File: config.mk
export PLATFORM = sky130hd
export DESIGN_NAME = bpu_ctrl
export DESIGN_NICKNAME = d
export VERILOG_FILES = /design/src/rtl/cpu_pkg.sv /design/src/rtl/bht_upd_fifo.sv /design/src/rtl/bpu_ctrl.sv
export SDC_FILE = /design/constraint.sdc
export NUM_CORES = 1
export LEC_CHECK = 0
export ABC_AREA = 1
export ABC_CLOCK_PERIOD_IN_PS = 3530
export CAP_MARGIN = 0
export CORE_UTILIZATION = 52
export CTS_CLUSTER_DIAMETER = 40
export DETAILED_ROUTE_END_ITERATION = 10
export GPL_TIMING_DRIVEN = 1
export HOLD_SLACK_MARGIN = 0.08
export PLACE_DENSITY = 0.82
export SETUP_SLACK_MARGIN = 0.15
export SYNTH_ARGS = -nofsm -noshare
export SYNTH_HDL_FRONTEND = slang
export SYNTH_SLANG_ARGS = --single-unit
export TNS_END_PERCENT = 1
File: constraint.sdc
create_clock -name clk -period 3.53 [get_ports clk]
set_input_delay 0.5295 -clock clk [delete_from_list [all_inputs] [get_ports clk]]
set_output_delay 0.5295 -clock clk [all_outputs]
set_load 0.02 [all_outputs]
File: src/rtl/cpu_pkg.sv
// Shared branch-prediction types: PC-mux select codes, controller states
// and the PC-to-BHT index mapping.
package cpu_pkg;

    typedef enum logic [1:0] {
        PC_SEQ  = 2'd0,
        PC_PRED = 2'd1,
        PC_FIX  = 2'd2
    } pcsel_t;

    typedef enum logic {
        RUN     = 1'b0,
        RECOVER = 1'b1
    } bpu_state_t;

    // Word-aligned PC to BHT index; callers keep the low idx_w bits.
    function automatic logic [31:0] bht_index(input logic [31:0] pc, input int unsigned idx_w);
        logic [31:0] mask;
        mask = (32'd1 << idx_w) - 32'd1;
        return (pc >> 2) & mask;
    endfunction

endpackage

File: src/rtl/bht_upd_fifo.sv
// Circular queue of pending BHT writes with associative index match and in-place overwrite.
// Latency: an entry is visible to match/head outputs the cycle after it is pushed.
// Backpressure: none internally; the owner must not push a new slot when full without a dequeue.
module bht_upd_fifo #(
    parameter int IDX_W  = 10,
    parameter int QDEPTH = 4
) (
    input  logic             clk,
    input  logic             rst_n,
    input  logic             upd_vld_i,
    input  logic [IDX_W-1:0] upd_idx_i,
    input  logic             upd_dat_i,
    input  logic             deq_i,
    input  logic [IDX_W-1:0] lk_idx_i,
    output logic             lk_hit_o,
    output logic             lk_dat_o,
    output logic             upd_hit_o,
    output logic             full_o,
    output logic             empty_o,
    output logic [IDX_W-1:0] head_idx_o,
    output logic             head_dat_o
);
    localparam int PTR_W = $clog2(QDEPTH);
    localparam int CNT_W = PTR_W + 1;

    logic [IDX_W-1:0] idx_q [QDEPTH];
    logic             dat_q [QDEPTH];
    logic [PTR_W-1:0] rd_ptr_q, rd_ptr_d;
    logic [PTR_W-1:0] wr_ptr_q, wr_ptr_d;
    logic [PTR_W-1:0] upd_ptr;
    logic [CNT_W-1:0] cnt_q, cnt_d;
    logic             ovr;
    logic             push;

    // Scan oldest to youngest so the last hit found is the youngest.
    always_comb begin
        lk_hit_o  = 1'b0;
        lk_dat_o  = 1'b0;
        upd_hit_o = 1'b0;
        upd_ptr   = rd_ptr_q;
        for (int k = 0; k < QDEPTH; k++) begin
            if (CNT_W'(k) < cnt_q) begin
                if (idx_q[rd_ptr_q + PTR_W'(k)] == lk_idx_i) begin
                    lk_hit_o = 1'b1;
                    lk_dat_o = dat_q[rd_ptr_q + PTR_W'(k)];
                end
                if (idx_q[rd_ptr_q + PTR_W'(k)] == upd_idx_i) begin
                    upd_hit_o = 1'b1;
                    upd_ptr   = rd_ptr_q + PTR_W'(k);
                end
            end
        end
    end

    // A match on the entry leaving this cycle cannot be overwritten; re-append instead.
    assign ovr  = upd_vld_i && upd_hit_o && !(deq_i && (upd_ptr == rd_ptr_q));
    assign push = upd_vld_i && !ovr;

    assign rd_ptr_d = rd_ptr_q + PTR_W'(deq_i);
    assign wr_ptr_d = wr_ptr_q + PTR_W'(push);
    assign cnt_d    = cnt_q + CNT_W'(push) - CNT_W'(deq_i);

    always_ff @(posedge clk or negedge rst_n) begin
        if (!rst_n) begin
            rd_ptr_q <= '0;
            wr_ptr_q <= '0;
            cnt_q    <= '0;
        end else begin
            rd_ptr_q <= rd_ptr_d;
            wr_ptr_q <= wr_ptr_d;
            cnt_q    <= cnt_d;
        end
    end

    always_ff @(posedge clk) begin
        if (push) begin
            idx_q[wr_ptr_q] <= upd_idx_i;
            dat_q[wr_ptr_q] <= upd_dat_i;
        end else if (ovr) begin
            dat_q[upd_ptr] <= upd_dat_i;
        end
    end

    assign full_o     = (cnt_q == CNT_W'(QDEPTH));
    assign empty_o    = (cnt_q == '0);
    assign head_idx_o = idx_q[rd_ptr_q];
    assign head_dat_o = dat_q[rd_ptr_q];

endmodule

File: src/rtl/bpu_ctrl.sv
// BHT sequencing controller: ID lookups to PC select, ME resolutions to redirect/flush, queued BHT writes.
// Latency: prediction and redirect are combinational; one RECOVER cycle follows each redirect.
// Backpressure: raises stallIf when a resolution needs a queue slot and the queue is full.
module bpu_ctrl
    import cpu_pkg::*;
#(
    parameter int IDX_W  = 10,
    parameter int QDEPTH = 4,
    parameter int CNT_W  = 16
) (
    input  logic             clk,
    input  logic             rst_n,
    input  logic             idBranch,
    input  logic [31:0]      idPc,
    input  logic             meBranch,
    input  logic [31:0]      mePc,
    input  logic             meTaken,
    input  logic             mePredTaken,
    input  logic [31:0]      meTarget,
    input  logic             bhtRdata,
    output logic             bhtRen,
    output logic             bhtWen,
    output logic [IDX_W-1:0] bhtIdx,
    output logic             bhtWdata,
    output logic             predTaken,
    output logic [1:0]       pcSel,
    output logic [31:0]      correctPc,
    output logic             flushIfId,
    output logic             flushIdEx,
    output logic             flushExMe,
    output logic             stallIf,
    output logic [CNT_W-1:0] brCount,
    output logic [CNT_W-1:0] missCount
);
    bpu_state_t       state_q, state_d;
    logic [31:0]      correct_q, correct_d;
    logic [CNT_W-1:0] br_cnt_q, br_cnt_d;
    logic [CNT_W-1:0] miss_cnt_q, miss_cnt_d;

    logic [31:0]      id_idx_w, me_idx_w, fix_pc;
    logic [IDX_W-1:0] id_idx, me_idx, head_idx;
    logic             unused_idx_hi;
    logic             mispred, in_recover, redirect, stall, lookup, deq, pred;
    logic             byp_hit, byp_dat, upd_hit, q_full, q_empty, head_dat;
    pcsel_t           sel;

    assign id_idx_w      = bht_index(idPc, IDX_W);
    assign me_idx_w      = bht_index(mePc, IDX_W);
    assign id_idx        = id_idx_w[IDX_W-1:0];
    assign me_idx        = me_idx_w[IDX_W-1:0];
    assign unused_idx_hi = ^{id_idx_w[31:IDX_W], me_idx_w[31:IDX_W]};

    assign mispred    = meBranch && (meTaken != mePredTaken);
    assign fix_pc     = meTaken ? meTarget : (mePc + 32'd4);
    assign in_recover = (state_q == RECOVER);

    // Priority in RUN: redirect, then full-queue stall, then lookup.
    always_comb begin
        state_d   = state_q;
        correct_d = correct_q;
        redirect  = 1'b0;
        stall     = 1'b0;
        lookup    = 1'b0;
        if (in_recover) begin
            state_d = RUN;
        end else if (mispred) begin
            redirect  = 1'b1;
            correct_d = fix_pc;
            state_d   = RECOVER;
        end else if (meBranch && q_full && !upd_hit) begin
            stall = 1'b1;
        end else if (idBranch) begin
            lookup = 1'b1;
        end
    end

    assign deq  = !lookup && !q_empty;
    assign pred = lookup && (byp_hit ? byp_dat : bhtRdata);

    always_comb begin
        sel = PC_SEQ;
        if (redirect) begin
            sel = PC_FIX;
        end else if (pred) begin
            sel = PC_PRED;
        end
    end

    assign br_cnt_d   = (meBranch && !(&br_cnt_q))  ? br_cnt_q + CNT_W'(1)   : br_cnt_q;
    assign miss_cnt_d = (mispred  && !(&miss_cnt_q)) ? miss_cnt_q + CNT_W'(1) : miss_cnt_q;

    always_ff @(posedge clk or negedge rst_n) begin
        if (!rst_n) begin
            state_q    <= RUN;
            correct_q  <= '0;
            br_cnt_q   <= '0;
            miss_cnt_q <= '0;
        end else begin
            state_q    <= state_d;
            correct_q  <= correct_d;
            br_cnt_q   <= br_cnt_d;
            miss_cnt_q <= miss_cnt_d;
        end
    end

    bht_upd_fifo #(
        .IDX_W  (IDX_W),
        .QDEPTH (QDEPTH)
    ) u_upd_fifo (
        .clk        (clk),
        .rst_n      (rst_n),
        .upd_vld_i  (meBranch),
        .upd_idx_i  (me_idx),
        .upd_dat_i  (meTaken),
        .deq_i      (deq),
        .lk_idx_i   (id_idx),
        .lk_hit_o   (byp_hit),
        .lk_dat_o   (byp_dat),
        .upd_hit_o  (upd_hit),
        .full_o     (q_full),
        .empty_o    (q_empty),
        .head_idx_o (head_idx),
        .head_dat_o (head_dat)
    );

    // Combinational outputs are forced low while reset is asserted.
    assign bhtRen    = rst_n && lookup;
    assign bhtWen    = rst_n && deq;
    assign bhtIdx    = !rst_n ? '0 : (lookup ? id_idx : (deq ? head_idx : '0));
    assign bhtWdata  = rst_n && deq && head_dat;
    assign predTaken = rst_n && pred;
    assign pcSel     = rst_n ? sel : PC_SEQ;
    assign correctPc = !rst_n ? 32'd0 : (redirect ? fix_pc : correct_q);
    assign flushIfId = rst_n && (redirect || in_recover);
    assign flushIdEx = rst_n && redirect;
    assign flushExMe = rst_n && redirect;
    assign stallIf   = rst_n && stall;
    assign brCount   = br_cnt_q;
    assign missCount = miss_cnt_q;

endmodule

Yosys cells after proc, flatten, opt, wreduce, memory -nomap -nowiden

Memories as Yosys holds them, arrays and structs flattened.
Index checks and enable logic that the tools add are counted.
Widths: inputs -> output; s select.

Reductions and logical operators: 31
Equal/unequal tests: 11
Add/subtract/negate cells: 10
Bitwise operators: 1
Magnitude comparators: 4
Muxes and demuxes: 57

Operators with widths:

| kind                  | number |
|---|---|
| $mux 32               | 3 |
| $eq 10x10->1          | 8 |
| $mux 1                | 42 |
| $add 16x1->16 const B | 2 |
| $add 32x3->32 const B | 1 |
| $reduce_and 16->1     | 2 |
| $mux 10               | 3 |
| $logic_and 1x1->1     | 18 |
| $mux 2                | 9 |
| $logic_not 1->1       | 7 |
| $lt 1x3->1 const A    | 2 |
| $lt 2x3->1 const A    | 2 |
| $add 2x1->2           | 2 |
| $add 2x2->2 const B   | 2 |
| $add 3x1->3           | 1 |
| $eq 3x3->1 const B    | 1 |
| $logic_not 3->1       | 1 |
| $sub 3x1->3           | 1 |
| $add 2x1->2 const B   | 1 |
| $eq 2x2->1            | 1 |
| $reduce_and 2->1      | 1 |
| $logic_or 1x1->1      | 1 |
| $ne 1x1->1            | 1 |
| $not 1->1             | 1 |
| $reduce_or 1->1       | 1 |

Output and inout bits: 84
Memories kept: 2
Input bits: 103
Memory bits (writable): 44
Logic and storage cells: 123
Bits in registers: 72

Memories:

| name             | words | width | rd ports | clocked after memory_dff | wr ports | RTL line           | text |
|---|---|---|---|---|---|---|---|
| u_upd_fifo.idx_q | 4     | 10    | 4        | 0                        | 1        | bht_upd_fifo.sv:26 | `logic [IDX_W-1:0] idx_q [QDEPTH];` |
| u_upd_fifo.dat_q | 4     | 1     | 4        | 0                        | 1        | bht_upd_fifo.sv:27 | `logic dat_q [QDEPTH];` |

Logic depth before layout (Yosys ltp)

An unclocked memory read counts as a cell.

Depth in word-level cells: 26
Gate-level depth with buffers: 27
Depth with buffers taken out: 25

By module

From an unflattened synthesis, not the netlist that was laid out.

Cells, all modules: 1404
Area total of the unflattened synthesis: 9320.2 um^2

By module, submodules not included:

| module       | cells each | instances | area each (um^2) | sequential area each (um^2) |
|---|---|---|---|---|
| bht_upd_fifo | 703        | 1         | 4680.7           | 1496.4 |
| bpu_ctrl     | 701        | 1         | 4639.4           | 1626.6 |

Worst setup path before layout

Ideal clock, no wire load.

Kind: register to register
Start: register u_upd_fifo.rd_ptr_q[0]
End: memory u_upd_fifo.idx_q[0][0] (enable)
Data arrival time: 2.782 ns
Clock period less this slack: 3.172 ns
Cell stages (with the launch flop): 20
Path buffers: 2
Library setup time: 0.390 ns
Slack: 0.358 ns
Data required time: 3.140 ns
Path through: dfrtp_1 -> buf_4 -> buf_6 -> o21ai_0 -> nand2_1 -> nand2_1 -> nand2_1 -> nand4_1 -> nor2_1 -> nand2_1 -> nand2_1 -> nor2_2 -> nand2_1 -> nand2_2 -> nand2_2 -> nor2_1 -> nand2_1 -> nand2_1 -> nand2_1 -> nor3_1

Longest elaborated chain between the ends: 24
Elaborated cells on any way between the ends: 38
Classes of those cells: 3 x add/sub; 5 x eq/ne; 19 x mux; 10 x reduce/logical; 1 x memory

Ends and longest elaborated chain:

| item                                                                  | RTL line           | text |
|---|---|---|
| from (decl)                                                           | bht_upd_fifo.sv:28 | `logic [PTR_W-1:0] rd_ptr_q, rd_ptr_d;` |
| from (signal assigned)                                                | bht_upd_fifo.sv:69 | `rd_ptr_q <= rd_ptr_d;` |
| parallel branches: the longest is 19 deep, another holds $mem_v2 4x10 | --                 |  |
| $logic_and 1x1->1 (*)                                                 | bht_upd_fifo.sv:56 | `assign ovr = upd_vld_i && upd_hit_o && !(deq_i && (upd_ptr == rd_ptr_q));` |
| $logic_not 1->1 (*)                                                   | bht_upd_fifo.sv:57 | `assign push = upd_vld_i && !ovr;` |
| $logic_and 1x1->1 (*)                                                 | bht_upd_fifo.sv:57 |  |
| $mux 1 (*)                                                            | bht_upd_fifo.sv:76 | `if (push) begin` |
| $mux 1 (implied by the code) (*)                                      | bht_upd_fifo.sv:77 | `idx_q[wr_ptr_q] <= upd_idx_i;` |
| to (decl)                                                             | bht_upd_fifo.sv:26 |  |

Mark *: on every way between the ends.

Worst setup path in the final report

Start: register u_upd_fifo.rd_ptr_q[0]
End: output predTaken

Longest elaborated chain between the ends: 17
Elaborated cells on any way between the ends: 45
Classes of those cells: 3 x add/sub; 8 x eq/ne; 28 x mux; 4 x reduce/logical; 2 x memory

Ends and longest elaborated chain:

| item                                                                  | RTL line        | text |
|---|---|---|
| parallel branches: the longest is 15 deep, another holds $mem_v2 4x10 | --              |  |
| $logic_and 1x1->1 (*)                                                 | bpu_ctrl.sv:78  | `assign pred = lookup && (byp_hit ? byp_dat : bhtRdata);` |
| $logic_and 1x1->1 (*)                                                 | bpu_ctrl.sv:131 | `assign predTaken = rst_n && pred;` |
| to (decl)                                                             | bpu_ctrl.sv:25  | `output logic predTaken,` |

Marked as above.

==> out/qor.yml <==
floorplanning:
  die_area_um2: 16660
  die-width_um: 129.1
  initial_utilization_pct: 53.04
  std_cell_rows: 46
  io_pins: 187
  core_um2: 15830
  die_h_um: 129.1
grt:
  antenna_found_initial: 0
  first_global_vias: 9916
  grt_pass1_wl_um: 52570
  top_usage_layer: "met2"
  grtUsageMet2_pct: 68.27
  grt_overflow_total: 0
  use_met3_pct: 10.36
  use_met1_pct: 51.99
  grt_max_degree: 41
  track_usage_pct: 42.18
sta:
  fmax_mhz: 261.5
  hold_violations: 0
  fin_setup_tns_ns: -4.661
  worstMarginPinSlew_ns: 0.7118
  fin_ws_ns: -0.2948
  relSlewSlack_pct: 52.11
  fin_crit_sh_pct: 108.4
  rsz0062_at_grt: "yes"
  setup_viol: 57
  drv_slew: 0
  min_period_ns: 3.825
  skew_ns: 0.01156
pwr:
  power.leakage_nw: 6.348
  ir_worst_vdd_mv: 0.6588
  power.density_nw_per_um2: 783.7
logic_synthesis:
  synth_seq_cells: 116
  yosysWarnings: 0
  synth_edf_count: 44
  synth_area_um2: 8396
  synth.most_common_cell: "nand2_1"
  netlist-cell-type-count: 51
  syn_inst: 1194
  synthTopCellsByCount: "nand2_1 (412), nand3_1 (127), inv_1 (105)"
  synth_fp_nets: 1307
  synth_top_area_share_pct: 21.46
  synthArstFlopShare_pct: 62.07
  netlist_top_cells_area: "dfrtp_1 (21%), nand2_1 (18%), edfxtp_1 (16%), nand3_1 (7.6%), inv_1 (4.7%)"
  syn_avg_cell_area_um2: 7.031
  synth_flop_cell: "dfrtp_1"
  synth_area_leader_cell: "dfrtp_1"
  ys_seq_area_share_pct: 37.20
cts:
  cts_tree: "built"
  clock-sinks: 116
  numCtsBuffers: 17
  clk_pin_slew_worst_paths_ns: 0.06
  clock_path_buffers: 2
  ctsRootBufferMaster: "clkbuf_16"
  clk_latency_ns: 0.43
  htreeDepth: 4
drt:
  drc: 0
  drt-vias-per-instance: 5.985
  num_vias: 10570
  drt-pass1-iter-count: 5
  finalWirelength_um: 36580
  initialDrtViolationCount: 1441
  ant_nets: 0
  wl_per_cell_um: 20.71
setup_path:
  crit_fanout: 13
  crit_family: "buffers and inverters"
  critPathLaunchType: "flop"
  critical_path_arrival_ns: 3.30
  worst_path_largest_cell_delay_ns: 0.48
  crit_type: "reg2out"
  rrSetupSlack_ns: -0.10
  path_cells: "buf_4, buf_12, buf_12, o21ai_1, nand2_1, nand2_1, buf_4, xor2_4, o2111ai_1, nor4_4, buf_4, nand2_1, nand2_1, inv_2, a21oi_4, nor2_1, buf_2"
  crit_top_cell: "nand2_1"
  critPathRequiredTime_ns: 3.00
  worst_path_max_delay_cell: "dfrtp_2"
  cp_num_buf_inv: 7
  endpoint_kind: "output pin"
placed_design:
  hpwl_um: 23340
  place_ws_ns: -0.6175
  io_buffer_count: 164
  place.gp.congestion: 1.065
final_layout:
  nFillCells: 980
  n_antenna_cell: 0
  fin_nets: 1650
  final_layout_size_suffix_gt1_share_pct: 26.84
  syn_to_final_growth_pct: 53.32
outcome:
  outcome: "finished, violations left"
  failed_checks: "negative setup slack"
min_path:
  hold_path_class: "in2async"
job:
  maxCapViolCount: 0
stage by stage:
step / hold slack [ns] / cells / total power, W / area [µm²] / util (%)
finish: 0.1798 / 1766 / 0.01009 / 12870 / 81.33
global route: 0.2224 / 1766 / 0.01052 / 12870 / 81.33
CTS: 0.1842 / 1762 / 0.009476 / 12590 / 79.55
detailed placement: 0.4632 / 1717 / 0.007102 / 11530 / 72.83
global placement: 0.4575 / 1717 / 0.007015 / 11530 / 72.83
floorplan: 0.2339 / 1194 / 0.004805 / 8396 / -
area by class of cell:
class / instances / area [µm²] / share of cell area, %
tap: 216 / 270.3 / 2.100
clock buffer: 21 / 493.0 / 3.830
inverter: 114 / 441.7 / 3.431
clock inverter: 11 / 112.6 / 0.8748
multi-input combinational: 918 / 5076 / 39.43
timing repair buffer: 370 / 3354 / 26.06
sequential: 116 / 3124 / 24.27
kinds of logic after synthesis:
family	after synthesis	synth area share, %
AND/OR/NAND/NOR	699	35.74
AO/OA/AOI/OAI	146	10.27
XOR/XNOR	59	6.155
multiplexers	4	0.4918
flip-flops	116	37.20
buffers and inverters	160	8.569
adder cells (fa/ha/maj)	10	1.580
cell usage in the layout (no fill, tap or decap), drive strengths merged, types with 11 or more instances in the layout:
cell | synthesis | routed
nand2 | 418 | 418
nand3 | 127 | 127
dfrtp | 72 | 72
edfxtp | 44 | 44
xor2 | 42 | 42
nand4 | 23 | 23
clkbuf | 19 | 30
o21ai | 50 | 50
inv | 112 | 117
nor4 | 14 | 14
clkdlybuf4s50 | 0 | 104
o22ai | 14 | 14
buf | 27 | 232
nor3 | 26 | 26
a21oi | 44 | 44
nor2 | 78 | 78
dlygate4sd2 | 0 | 11
xnor2 | 17 | 17
sequential cells by signal (all words and copies together) (netlist names):
signal and flops:
u_upd_fifo.cnt_q 3, brCount 16, u_upd_fifo.wr_ptr_q 2, u_upd_fifo.idx_q 40, correct_q 32, missCount 16, u_upd_fifo.dat_q 4, in_recover 1
u_upd_fifo.rd_ptr_q 2
layer usage:
metal	up-vias	share of wire, %
met5	-	0
met4	0	6.6
met3	245	10
met2	779	46
met1	4888	37
li1	4658	-
power breakdown:
group | total, W | switching, W | internal, W
clock network | 0.00179 | 0.000704 | 0.00108
registers | 0.00198 | 0.000275 | 0.00171
logic | 0.00632 | 0.00369 | 0.00263
final timing paths:
kind,depth (start not counted),start,endpoint
worst max register to register,23,u_upd_fifo.rd_ptr_q[0],u_upd_fifo.cnt_q[1]
worst min-delay path,2,rst_n,correct_q[9]
worst max-delay path,17,u_upd_fifo.rd_ptr_q[0],predTaken
max in group asynchronous,3,rst_n,u_upd_fifo.rd_ptr_q[0]
min in group clk,2,correct_q[25],correct_q[25]
worst min register to register,2,correct_q[25],correct_q[25]
repair_timing:
action / CTS / global route
setup endpoints to repair: 89 / 95
gates cloned: 3 / 0
hold buffers: 0 / 0
pin swaps: 22 / 27
gates resized for setup: 254 / 115
setup buffers: 10 / 4
No activity file was read; power rests on OpenSTA's default activity.
